## src/rtl/booth_seq_mult.sv

```systemverilog
// booth_seq_mult: multi-cycle radix-2 Booth multiplier with a start/done
// handshake. It retires one Booth step per clock, and a run-time sgn input
// selects signed or unsigned operands. The product register holds its value
// until the next completion.
module booth_seq_mult #(
    parameter int WIDTH = 8
) (
    input  logic                 clk,
    input  logic                 rst_n,
    input  logic                 start,
    input  logic                 sgn,
    input  logic [WIDTH-1:0]     a,
    input  logic [WIDTH-1:0]     b,
    output logic                 busy,
    output logic                 done,
    output logic [2*WIDTH-1:0]   product
);

    localparam int CW = $clog2(WIDTH + 2);
    localparam logic [CW-1:0] LAST_STEP = CW'(WIDTH);

    typedef enum logic [1:0] {
        S_IDLE,
        S_RUN,
        S_DONE
    } state_e;

    state_e               state_q, state_d;
    logic [WIDTH+1:0]     h_q, h_d;        // high accumulator, one guard bit beyond extension
    logic [WIDTH:0]       l_q, l_d;        // low accumulator, starts as the extended multiplier
    logic                 e_q, e_d;        // Booth history bit
    logic [WIDTH:0]       bext_q, bext_d;  // extended multiplicand
    logic [CW-1:0]        cnt_q, cnt_d;
    logic                 busy_q, busy_d;
    logic                 done_q, done_d;
    logic [2*WIDTH-1:0]   product_q, product_d;

    // One Booth step, computed from the current accumulator.
    logic [WIDTH+1:0]     bext_w;
    logic [WIDTH+1:0]     h_sum;
    logic [2*WIDTH+3:0]   shifted;         // {H, L, e} after the arithmetic shift

    assign bext_w = {bext_q[WIDTH], bext_q};

    // Add or subtract the multiplicand based on the Booth pair, then shift {H,L,e} right arithmetically.
    always_comb begin
        unique case ({l_q[0], e_q})
            2'b10:   h_sum = h_q - bext_w;
            2'b01:   h_sum = h_q + bext_w;
            default: h_sum = h_q;
        endcase
        shifted = $signed({h_sum, l_q, e_q}) >>> 1;
    end

    // Next-state, datapath and registered-output logic for the control FSM.
    always_comb begin
        // NOTE: every signal gets a default first, so no path through the case can infer a latch.
        state_d   = state_q;
        h_d       = h_q;
        l_d       = l_q;
        e_d       = e_q;
        bext_d    = bext_q;
        cnt_d     = cnt_q;
        busy_d    = busy_q;
        done_d    = 1'b0;
        product_d = product_q;

        unique case (state_q)
            S_IDLE, S_DONE: begin
                busy_d = 1'b0;
                if (start) begin
                    state_d = S_RUN;
                    busy_d  = 1'b1;
                    h_d     = '0;
                    l_d     = {sgn & a[WIDTH-1], a};
                    e_d     = 1'b0;
                    bext_d  = {sgn & b[WIDTH-1], b};
                    cnt_d   = '0;
                end else begin
                    state_d = S_IDLE;
                end
            end
            S_RUN: begin
                h_d   = shifted[2*WIDTH+3:WIDTH+2];
                l_d   = shifted[WIDTH+1:1];
                e_d   = shifted[0];
                cnt_d = cnt_q + 1'b1;
                if (cnt_q == LAST_STEP) begin
                    state_d   = S_DONE;
                    busy_d    = 1'b0;
                    done_d    = 1'b1;
                    product_d = shifted[2*WIDTH:1];
                end
            end
            default: begin
                state_d = S_IDLE;
                busy_d  = 1'b0;
            end
        endcase
    end

    // State and datapath registers; an asynchronous reset aborts any operation in flight.
    always_ff @(posedge clk or negedge rst_n) begin
        if (!rst_n) begin
            // NOTE: the accumulator is a handful of flops rather than a memory array, so resetting it is cheap and keeps the state fully defined.
            state_q   <= S_IDLE;
            h_q       <= '0;
            l_q       <= '0;
            e_q       <= 1'b0;
            bext_q    <= '0;
            cnt_q     <= '0;
            busy_q    <= 1'b0;
            done_q    <= 1'b0;
            product_q <= '0;
        end else begin
            // NOTE: non-blocking assignments make every register update from pre-edge values, whatever the statement order.
            state_q   <= state_d;
            h_q       <= h_d;
            l_q       <= l_d;
            e_q       <= e_d;
            bext_q    <= bext_d;
            cnt_q     <= cnt_d;
            busy_q    <= busy_d;
            done_q    <= done_d;
            product_q <= product_d;
        end
    end

    assign busy    = busy_q;
    assign done    = done_q;
    assign product = product_q;

endmodule

```

## config.mk

```make
export PLATFORM = sky130hd
export DESIGN_NAME = booth_seq_mult
export DESIGN_NICKNAME = d
export VERILOG_FILES = /design/src/rtl/booth_seq_mult.sv
export SDC_FILE = /design/constraint.sdc
export NUM_CORES = 1
export LEC_CHECK = 0
export ABC_AREA = 1
export CAP_MARGIN = 10
export CORE_UTILIZATION = 50
export DETAILED_ROUTE_END_ITERATION = 8
export GPL_TIMING_DRIVEN = 0
export PLACE_DENSITY = 0.76
export SYNTH_ARGS = -nofsm -noshare
export SYNTH_HDL_FRONTEND = slang
export SYNTH_SLANG_ARGS = --single-unit
```

## constraint.sdc

```tcl
create_clock -name clk -period 2.1 [get_ports clk]
set_input_delay 0.42 -clock clk [delete_from_list [all_inputs] [get_ports clk]]
set_output_delay 0.42 -clock clk [all_outputs]
set_load 0.005 [all_outputs]
```

Yosys cells after proc, flatten, opt, wreduce, memory -nomap -nowiden
Cells that the tools add are included.

Add/subtract/negate cells: 3. Bitwise logic cells: 2. Reductions and logical operators: 6. Equality and inequality tests: 7. Mux-type cells: 17.

Operator list (number): 10-bit case mux with 2 select lines (2); 9-bit case mux with 2 select lines (1); 10-bit adder (1); 10-bit two-way mux (1); 10-bit subtractor (1); 9-bit two-way mux (1); 4-bit case mux with 2 select lines (1); 1-bit two-way mux (6); 2-bit AND reduction (3); 4-bit by 1-bit adder with 4-bit output, second input constant (1); 2-bit by 1-bit equality test with 1-bit output, second input constant (2); 2-bit equality test, second input constant (2); 4-bit equality test, second input constant (1); 4-bit two-way mux (1); 2-bit != test, second input constant (2); 1-bit case mux with 2 select lines (2); 2-bit case mux with 2 select lines (1); 1-bit bitwise AND (2); 2-bit logical NOT (1); 2-bit two-way mux (1); 2-bit nonzero test (1); 2-bit OR reduction (1).

Logic and storage cells: 44. Output and inout bits: 18. Input port bits: 20. Register bits after elaboration: 53.

Logic depth before layout (Yosys ltp)
Depth in word-level cells: 4. Gate-level depth with buffers: 17. Depth with buffers taken out: 17.

Worst setup path after synthesis
OpenSTA, ideal clock, no wires.

Path kind: reg2reg. From: register l_q[0]. To: register h_q[8]. Data required time: 1.979 ns. Clock period less this slack: 2.271 ns. Path slack: -0.171 ns. Setup time: 0.121 ns. Buffers on the path: 1. Arrival: 2.150 ns. Cell stages (with the launch flop): 16. Cells stage by stage: dfrtp_1 > inv_1 > ha_1 > clkbuf_1 > inv_1 > nand2_1 > o21ai_0 > xor2_1 > ha_1 > a21o_1 > nor2_1 > nand2_1 > nor2_1 > nand3_1 > nand3_1 > nand2_1.

Longest elaborated chain between the ends: 3. Elaborated cells between the ends (all ways): 4. Classes of those cells: 2 x eq/ne; 2 x mux.

RTL lines: start: declaration (line 30) `logic [WIDTH:0] l_q, l_d;`; start signal: assignment (line 119) `l_q <= l_d;`; 2-bit by 1-bit equality test with 1-bit output or 2-bit equality test (tied branches) (line 47) `unique case ({l_q[0], e_q})`; 10-bit case mux with 2 select lines (*) (line 47); 10-bit case mux with 2 select lines (*) (line 68) `unique case (state_q)`; end signal: assignment (line 107) `h_q <= '0;`; end signal: assignment (line 118) `h_q <= h_d;`; end: declaration (line 29) `logic [WIDTH+1:0] h_q, h_d;`.

Every way passes the cells marked *; elsewhere a longest branch is shown, timed or not. A chain may end at the register's enable or synchronous reset.

Worst setup path in the final report
From: register bext_q[1]. To: register h_q[6].

Longest elaborated chain between the ends: 3. Elaborated cells between the ends (all ways): 4. Classes of those cells: 2 x add/sub; 2 x mux.

RTL lines: start: declaration (line 32) `logic [WIDTH:0] bext_q, bext_d;`; start signal: assignment (line 121) `bext_q <= bext_d;`; 10-bit adder or 10-bit subtractor (tied branches) (line 49, 48); 10-bit case mux with 2 select lines (*) (line 47); 10-bit case mux with 2 select lines (*) (line 68).

Marks and branches as above.

==> run_results.csv <==
group,metric,value,unit
cts,cts_sinks,52,
finish,nets,447,
synth,muxShareOfSynthArea,0,%
synth,synth_top_cell_area_share,44.54,%
status,status,"finished with violations",
worst_setup_path,endpoint_kind,"register",
global_route,grt_overflow,0,
synth,synth_area_leaders,"dfrtp_1, nand2_1, ha_1",
sta,final-setup-viol-count,10,
synth,synth_top_flop_cell,"dfrtp_1",
worst_setup_path,worstSetupStartpointType,"register",
synth,synth_seq_area_share,44.54,%
sta,final.period_utilization,108.8,%
worst_setup_path,worstSetupPathDepth,16,
sta,setup_ws,-0.1850,ns
worst_setup_path,path_delay_family,"simple AND/OR/NAND/NOR gates",
finish,syn2layout_area_growth,34.05,%
die,pin_count,38,
finish,antenna_cells,0,
route,antenna_left,0,
worst_setup_path,reg2reg_depth,16,
die,die_h,78.44,um
placed_design,placedCellCount,456,
synth,synth_cells,346,
cts,hold_buffers,0,
cts,cts_htree_levels,2,
worst_hold_path,min_path_type,"primary input to asynchronous set/reset pin",
global_route,grt_pass1_vias,2412,
worst_setup_path,crit_slowest_cell,"dfrtp_1",
synth,synthAdderAreaFrac,6.253,%
sta,period_minus_slack,2.285,ns
status,failed_checks,"setup timing",
placed_design,pre_cts_slack,-0.3557,ns
worst_setup_path,timing.rr.start,"bext_q[1]",
worst_setup_path,path_buf_inv,2,
synth,postSynth.asyncResetShare,100.0,%
global_route,grt_pass1_wl,10.85,mm
route,wl_per_cell,13.66,um
synth,synth_compound_area_share,13.79,%
die,fp-row-count,27,
route,via_per_inst,5.181,
cts,clockBufferDepth,2,
cts,cts_made_buffers,5,
synth,synth_simple_gate_area_share,25.18,%
sta,worstMarginPinSlew,0.5107,ns
sta,rsz0062_at_grt,"yes",
worst_setup_path,crit_required,2.35,ns
sta,slew_headroom,65.95,%
placed_design,port_buffers,37,
die,die_width,78.44,um
synth,ys_ff_latch,52,
sta,slew_violations,0,
route,first_pass_iters,4,
synth,syn_area,2922,um2
worst_setup_path,startpoint,"bext_q[1]",
finish,nFillCells,414,
sta,hold_viol,0,
global_route,grt_max_degree,33,
sta,max_freq,0.4376,GHz
synth,synth_top_family_by_area,"simple AND/OR/NAND/NOR gates",
worst_setup_path,r2r_end,"h_q[6]",
synth,synth_edf_count,0,
route,drtIter0Drc,177,
cts,cts_tree,"done",
placed_design,hpwl,4.475,mm
cts,cts.clk_slew.worst_paths,0.10,ns
worst_setup_path,cp_common_cell,"nand2_1",
finish,drive_gt1_share,28.26,%
worst_setup_path,slowest_delay,0.39,ns
cts,clockRootBuffer,"clkbuf_8",
die,dieArea,6153,um2
die,start_util,52.41,%
placed_design,gp_congestion,0.8668,
synth,synth_top_area_cell,"dfrtp_1",
worst_setup_path,cp_cell_sequence,"inv_2 -> ha_4 -> inv_2 -> nor2_4 -> a21oi_2 -> xor2_2 -> ha_4 -> a21oi_4 -> nor2_2 -> nor2_2 -> nand2_1 -> nand2_1 -> nand3_1 -> nand2_2 -> nand2_1 -> nand2_1",
worst_setup_path,critPathArrivalTime,2.53,ns
route,vias,2518,
global_route,antenna_found_initial,0,
sta,clock_skew,0.01027,ns
synth,yosysWarningCount,0,
worst_setup_path,crit_type,"register to register",
synth,syn_avg_cell_area,8.444,um2
route,drc,0,
flow_run,max_cap_viol_count,0,
synth,synth_cell_types,42,
synth,synth-xor-area-share,2.099,%
die,core_area,5574,um2
global_route,grt_use_total,22.69,%
finish,stdcell_count,486,
cts,clkLatencyLatePin,0.31,ns
worst_setup_path,path_max_fanout,4,
synth,synth_nets,380,
worst_setup_path,worstSetupEndpoint,"h_q[6]",
worst_setup_path,reg2reg_slack,-0.18,ns
route,wirelength,6.640,mm
cell families after synthesis:
| family | count (synthesis) |
|---|---|
| AOI/OAI and AO/OA | 58 |
| xor gates and xnor gates | 7 |
| adders and majority gates | 14 |
| buffers and inverters | 49 |
| DFF | 52 |
| and+or+nand+nor | 166 |
routing by layer:
layer / routed length [um] / up-vias / GRT usage, %
met5: 0 / - / 0
met4: 82 / 0 / 8.333
met3: 265 / 8 / 2.442
met2: 3278 / 59 / 39.04
met1: 3014 / 1192 / 29.47
li1: - / 1259 / -
cells in the mapped netlist (4+ instances only):
cell      number
o221ai_1       9
inv_1         33
buf_6          4
o21ai_1        5
ha_1          13
o21ai_0       14
o21ai_2        8
xor2_1         5
inv_2          4
nand3_1       17
dfrtp_1       52
nor2_1        18
a21oi_1        7
o22ai_1        4
nand2_1      116
timing repair:
action	in CTS	in global routing
buffers inserted	15	8
cloned	0	0
endpoints found under the hold margin	0	0
pin swaps	33	37
resized for setup	35	34
endpoints found under the setup margin	16	15
cells in the final DEF, fill, tap and decap left out, drive strengths merged, types with 2 or more instances in the layout:
cell / count
o22ai: 4
nand4: 2
a31oi: 2
xor2: 5
nand3: 18
o211ai: 2
clkinv: 2
nor2: 21
nand3b: 3
o221ai: 9
a21oi: 9
clkdlybuf4s50: 36
xnor2: 2
buf: 32
inv: 39
dfrtp: 52
o21ai: 27
clkbuf: 7
ha: 13
nand2: 118
or2: 2
registers in the layout (all words and copies together) (netlist names):
name and count:
bext_q 9, busy 1, cnt_q 4, done 1, e_q 1, h_q 9
l_q 9, product 16, state_q 2
cell type report:
class | instances | area (um2) | share of cell area (%)
Timing Repair Buffer | 61 | 573.1 | 14.63
Clock buffer | 6 | 72.57 | 1.853
Buffer | 8 | 78.83 | 2.013
Sequential cell | 52 | 1301 | 33.23
Tap cell | 72 | 90.09 | 2.300
Clock inverter | 2 | 16.27 | 0.4153
Inverter | 40 | 157.7 | 4.026
Multi-Input combinational cell | 245 | 1627 | 41.53
how the worst min path moves through the flow:
stage / startpoint / cells after the start / slack (ns) / endpoint
2_1_floorplan: rst_n / 0 / 0.12 / bext_q[0]
3_3_place_gp: product[8] / 2 / 0.45 / product[8]
3_5_place_dp: rst_n / 1 / 0.41 / cnt_q[1]
4_1_cts: rst_n / 1 / 0.07 / cnt_q[1]
5_1_grt: rst_n / 1 / 0.09 / cnt_q[1]
6_report: rst_n / 1 / 0.06 / cnt_q[1]
per-stage QoR:
step / area (um2) / hold slack (ns) / utilization [%] / setup TNS [ns]
floorplan: 2928 / 0.1244 / - / -0.07891
global placement: 3388 / 0.4547 / 60.79 / -52.25
detailed placement: 3403 / 0.4136 / 61.06 / -3.528
CTS: 3712 / 0.07151 / 66.60 / -1.317
global route: 3916 / 0.09166 / 70.26 / -3.049
finish: 3916 / 0.06270 / 70.26 / -1.449
Power is not shown: default switching activity piles up to over one toggle a cycle in this logic, so the estimate is an artifact.
==> RTL change 1 (same flow settings) <==
Take the reset off `h_q`, `l_q` and `product_q` and load them in a clocked block of their own.
--- a/src/rtl/booth_seq_mult.sv
+++ b/src/rtl/booth_seq_mult.sv
@@ -104,26 +104,26 @@
         if (!rst_n) begin
             // NOTE: the accumulator is a handful of flops rather than a memory array, so resetting it is cheap and keeps the state fully defined.
             state_q   <= S_IDLE;
-            h_q       <= '0;
-            l_q       <= '0;
             e_q       <= 1'b0;
             bext_q    <= '0;
             cnt_q     <= '0;
             busy_q    <= 1'b0;
             done_q    <= 1'b0;
-            product_q <= '0;
         end else begin
             // NOTE: non-blocking assignments make every register update from pre-edge values, whatever the statement order.
             state_q   <= state_d;
-            h_q       <= h_d;
-            l_q       <= l_d;
             e_q       <= e_d;
             bext_q    <= bext_d;
             cnt_q     <= cnt_d;
             busy_q    <= busy_d;
             done_q    <= done_d;
-            product_q <= product_d;
         end
+    end
+
+    always_ff @(posedge clk) begin
+        h_q       <= h_d;
+        l_q       <= l_d;
+        product_q <= product_d;
     end
 
     assign busy    = busy_q;
Function: same outputs for any inputs over 10 cycles, from zero or initial values and one cycle with rst_n low; that may be too few to reach the edited logic, so the function may still have changed.
==> RTL change 1 against the original RTL <==
- the flow still finishes with violations (negative setup slack)
- hold slack improved by 0.40 ns
- die area decreased by 5.2%
- wire length shrank 3.2%
- critical endpoint is now h_q[6]
- fmax down 9.0%
- critical path type unchanged
- sequential cell count unchanged
- synthesized cell count fell by 16%
- area after synthesis decreased by 5.4%
- critical path depth stayed put
- final area fell by 4.0%
- setup slack worse by 0.23 ns
Power is not shown: default switching activity piles up to over one toggle a cycle in this logic, so the estimate is an artifact.
==> RTL change 1: results <==
status:
  outcome: "complete, but fails checks"
  violations: "negative setup slack"
final_layout:
  drive_above_1_share_pct: 28.0
  fillers: 364
  fin_nets: 387
worst_setup_path:
  timing.rr.end: "h_q[6]"
  max_stage_delay_ns: 0.43
  crit_family: "simple AND/OR/NAND/NOR gates"
  crit_arrival_ns: 2.58
  critPathSlowestCell: "dfrtp_2"
  crit_type: "reg -> reg"
  cp-startpoint: "bext_q[0]"
min_path:
  min_path_type: "reg -> reg"
synthesis:
  yosys-top-cells-area: "edfxtp_1 37%, dfrtp_1 16%, nand2_1 12%"
  synth_common_cells: "88 x nand2_1, 34 x edfxtp_1, 26 x inv_1"
  synth_seq_area_share_pct: 53.2
  synth_edf_count: 34
  ys_types: 35
  synth_nets: 326
  async_reset_ff_share_pct: 34.6
grt:
  grtUsageTotal_pct: 22.7
  grt_pass1_wl_um: 10100
  grt_max_degree: 22
  grt_pass1_vias: 2260
route:
  viasPerCell: 5.33
  first_iter_violations: 125
  ant_nets: 0
place:
  gp_congestion: 0.831
  hpwl_um: 3870
timing:
  worst_pin_slew_ns: 0.956
  fin_ws_ns: -0.412
  setup_viol: 11
  fin_tns_setup_ns: -2.40
## RTL change 1: changes by cell type after synthesis, sizes merged, moves of 4 or more
| cell | change |
|---|---|
| nand3 | -4 |
| o221ai | -9 |
| dfrtp | -34 |
| o21ai | -9 |
| nand2 | -24 |
| a21oi | +7 |
| edfxtp | +34 |
| inv | -6 |
## RTL change 1: what timing repair did
item / 4_1_cts / 5_1_grt
pin swaps: 30 / 19
resized for setup: 38 / 18
endpoints found under the setup margin: 12 / 30
setup buffers: 13 / 6
hold endpoints to repair: 0 / 0
## RTL change 1: layer usage
layer  vias to the layer above  global-route usage (%)  share of wire (%)
met5                         -                       0                  0
met3                        17                    4.19                5.0
li1                       1086                       -                  -
met1                      1083                    26.1                 40
met2                        73                    39.7                 52
met4                         0                    12.3                2.7
## RTL change 1: cell type report
class                   instances  area, um^2  share of cell area [%]
flip-flops and latches         52        1470                    39.2
multi-input cells             200        1400                    37.2
repair buffers                 55         529                    14.1
inverters                      33         129                    3.43
well taps                      70        87.6                    2.33
clock buffers                   6        72.6                    1.93
clock inverters                 2        38.8                    1.03
plain buffers                   6        31.3                   0.832
## RTL change 1: logic make-up after synthesis
group | Yosys count | synth area share [%]
simple gates | 136 | 22.8
flops | 52 | 53.2
compound gates | 42 | 9.14
buf+inv | 40 | 5.75
fa+ha+maj | 14 | 6.61
xor+xnor | 8 | 2.53
## RTL change 1: metrics by stage
step	setup slack, ns	util (%)	instances	instance area [um^2]	hold WS [ns]
floorplan	-0.237	-	292	2800	0.124
global placement	-0.437	62.5	399	3260	0.431
detailed placement	-0.510	62.6	399	3260	0.438
CTS	-0.348	69.6	419	3620	0.462
global route	-0.501	72.2	424	3760	0.474
finish	-0.412	72.2	424	3760	0.463
==> RTL change 2 (config.mk and constraints unchanged) <==
Made on the original files. Set the parameter `WIDTH` to 4 (it was 8).
--- a/src/rtl/booth_seq_mult.sv
+++ b/src/rtl/booth_seq_mult.sv
@@ -3,7 +3,7 @@
 // selects signed or unsigned operands. The product register holds its value
 // until the next completion.
 module booth_seq_mult #(
-    parameter int WIDTH = 8
+    parameter int WIDTH = 4
 ) (
     input  logic                 clk,
     input  logic                 rst_n,
Interface: changed (resized a, b and product); port bits go from 38 to 22. No check against the original RTL was run, so the function may have changed too.
==> RTL change 2 against the original RTL <==
- sequential cell count shrank 22
- area after synthesis down 44%
- non-clock buffer count shrank 41
- global-route usage is 1.4 points lower
- final area decreased by 48%
- wire length fell by 53%
- setup slack improved by 0.29 ns
- critical endpoint is now h_q[3]
==> RTL change 2: results <==
synthesis:
  synth_common_cells: "66 x nand2_1, 30 x dfrtp_1, 22 x inv_1"
  yosys-top-cells-area: "dfrtp_1 46%, nand2_1 15%, ha_1 6.9%"
  ys_ff_latch: 30
  synth_nets: 217
  synth_seq_area_share_pct: 46.3
worst_setup_path:
  cp-startpoint: "bext_q[0]"
  critPathMaxFanout: 5
  crit_arrival_ns: 2.21
  reg2reg_depth: 12
  timing.rr.end: "h_q[3]"
final_layout:
  multi_input_area_share_pct: 38.3
  multi_input_gates: 136
  drive_above_1_share_pct: 15.9
  clkCellAreaFrac_pct: 3.84
  fin_nets: 248
  largest_reg_flops: 8
  bufAreaShareNonClock_pct: 14.0
  seq_share_pct: 36.6
  nClkBuffers: 8
  nNonClkBuffers: 28
  nNonClkInverters: 25
grt:
  grt.met3_usage_pct: 5.49
  grt_util_met1_pct: 24.6
  grtUsageTotal_pct: 21.3
  grt_pass1_vias: 1400
  grt_pass1_wl_um: 5560
  met2_usage_pct: 37.0
  grt_max_degree: 22
route:
  wl_met3_um: 154
  first_iter_violations: 43
  avgRoutedWirePerCell_um: 11.5
  drt-met1-wl_um: 1380
  viasPerCell: 5.06
timing:
  finClkSkew_ns: 0.00382
place:
  io_buffers: 21
  gp_congestion: 0.792
  place_ws_ns: -0.0859
status:
  outcome: "finished, final reports clean"
clock_tree:
  root_buffer: "clkbuf_4"
  cts_buffer_depth: 2
==> RTL change 2: worst max-delay path, cell delays in order (launching register included) <==
cell,delay (ns)
dfrtp_1,0.40
inv_2,0.11
ha_4,0.15
a21oi_2,0.05
o21ai_0,0.07
o21ai_1,0.12
ha_1,0.37
nand2_1,0.11
nand2_1,0.06
a21oi_1,0.18
nor2_1,0.06
o21ai_0,0.15
nand2_1,0.06
==> RTL change 2: what timing repair did <==
item,CTS,global route
pin swaps,0,3
setup endpoints to repair,6,7
gates resized for setup,3,13
setup buffers,0,2
==> RTL change 2: metrics by stage <==
stage | TNS [ns] | cell area [um^2] | cells | hold slack (ns)
floorplan | 0 | 1620 | 195 | 0.124
global placement | -0.0623 | 1890 | 260 | 0.454
detailed placement | -0.189 | 1910 | 261 | 0.459
CTS | 0 | 2000 | 269 | 0.442
global route | 0 | 2050 | 271 | 0.443
finish | 0 | 2050 | 271 | 0.434
==> RTL change 2: kinds of logic (layout without fill, tap and decap cells) <==
logic type | after synthesis | in the layout | share of synthesized area [%]
and+or+nand+nor | 86 | 86 | 22.5
buffers and inverters | 29 | 61 | 7.95
adders and majority gates | 10 | 10 | 8.18
DFF | 30 | 30 | 46.3
AOI/OAI and AO/OA | 38 | 38 | 14.0
xor gates and xnor gates | 2 | 2 | 1.08
==> RTL change 2: how the worst min path moves through the flow <==
stage | end | slack, ns | depth (start not counted) | startpoint
3_5_place_dp | product[6] | 0.46 | 2 | product[6]
3_3_place_gp | product[3] | 0.45 | 2 | product[3]
5_1_grt | bext_q[4] | 0.44 | 1 | rst_n
6_report | cnt_q[2] | 0.43 | 1 | rst_n
2_1_floorplan | bext_q[0] | 0.12 | 0 | rst_n
4_1_cts | cnt_q[2] | 0.44 | 1 | rst_n
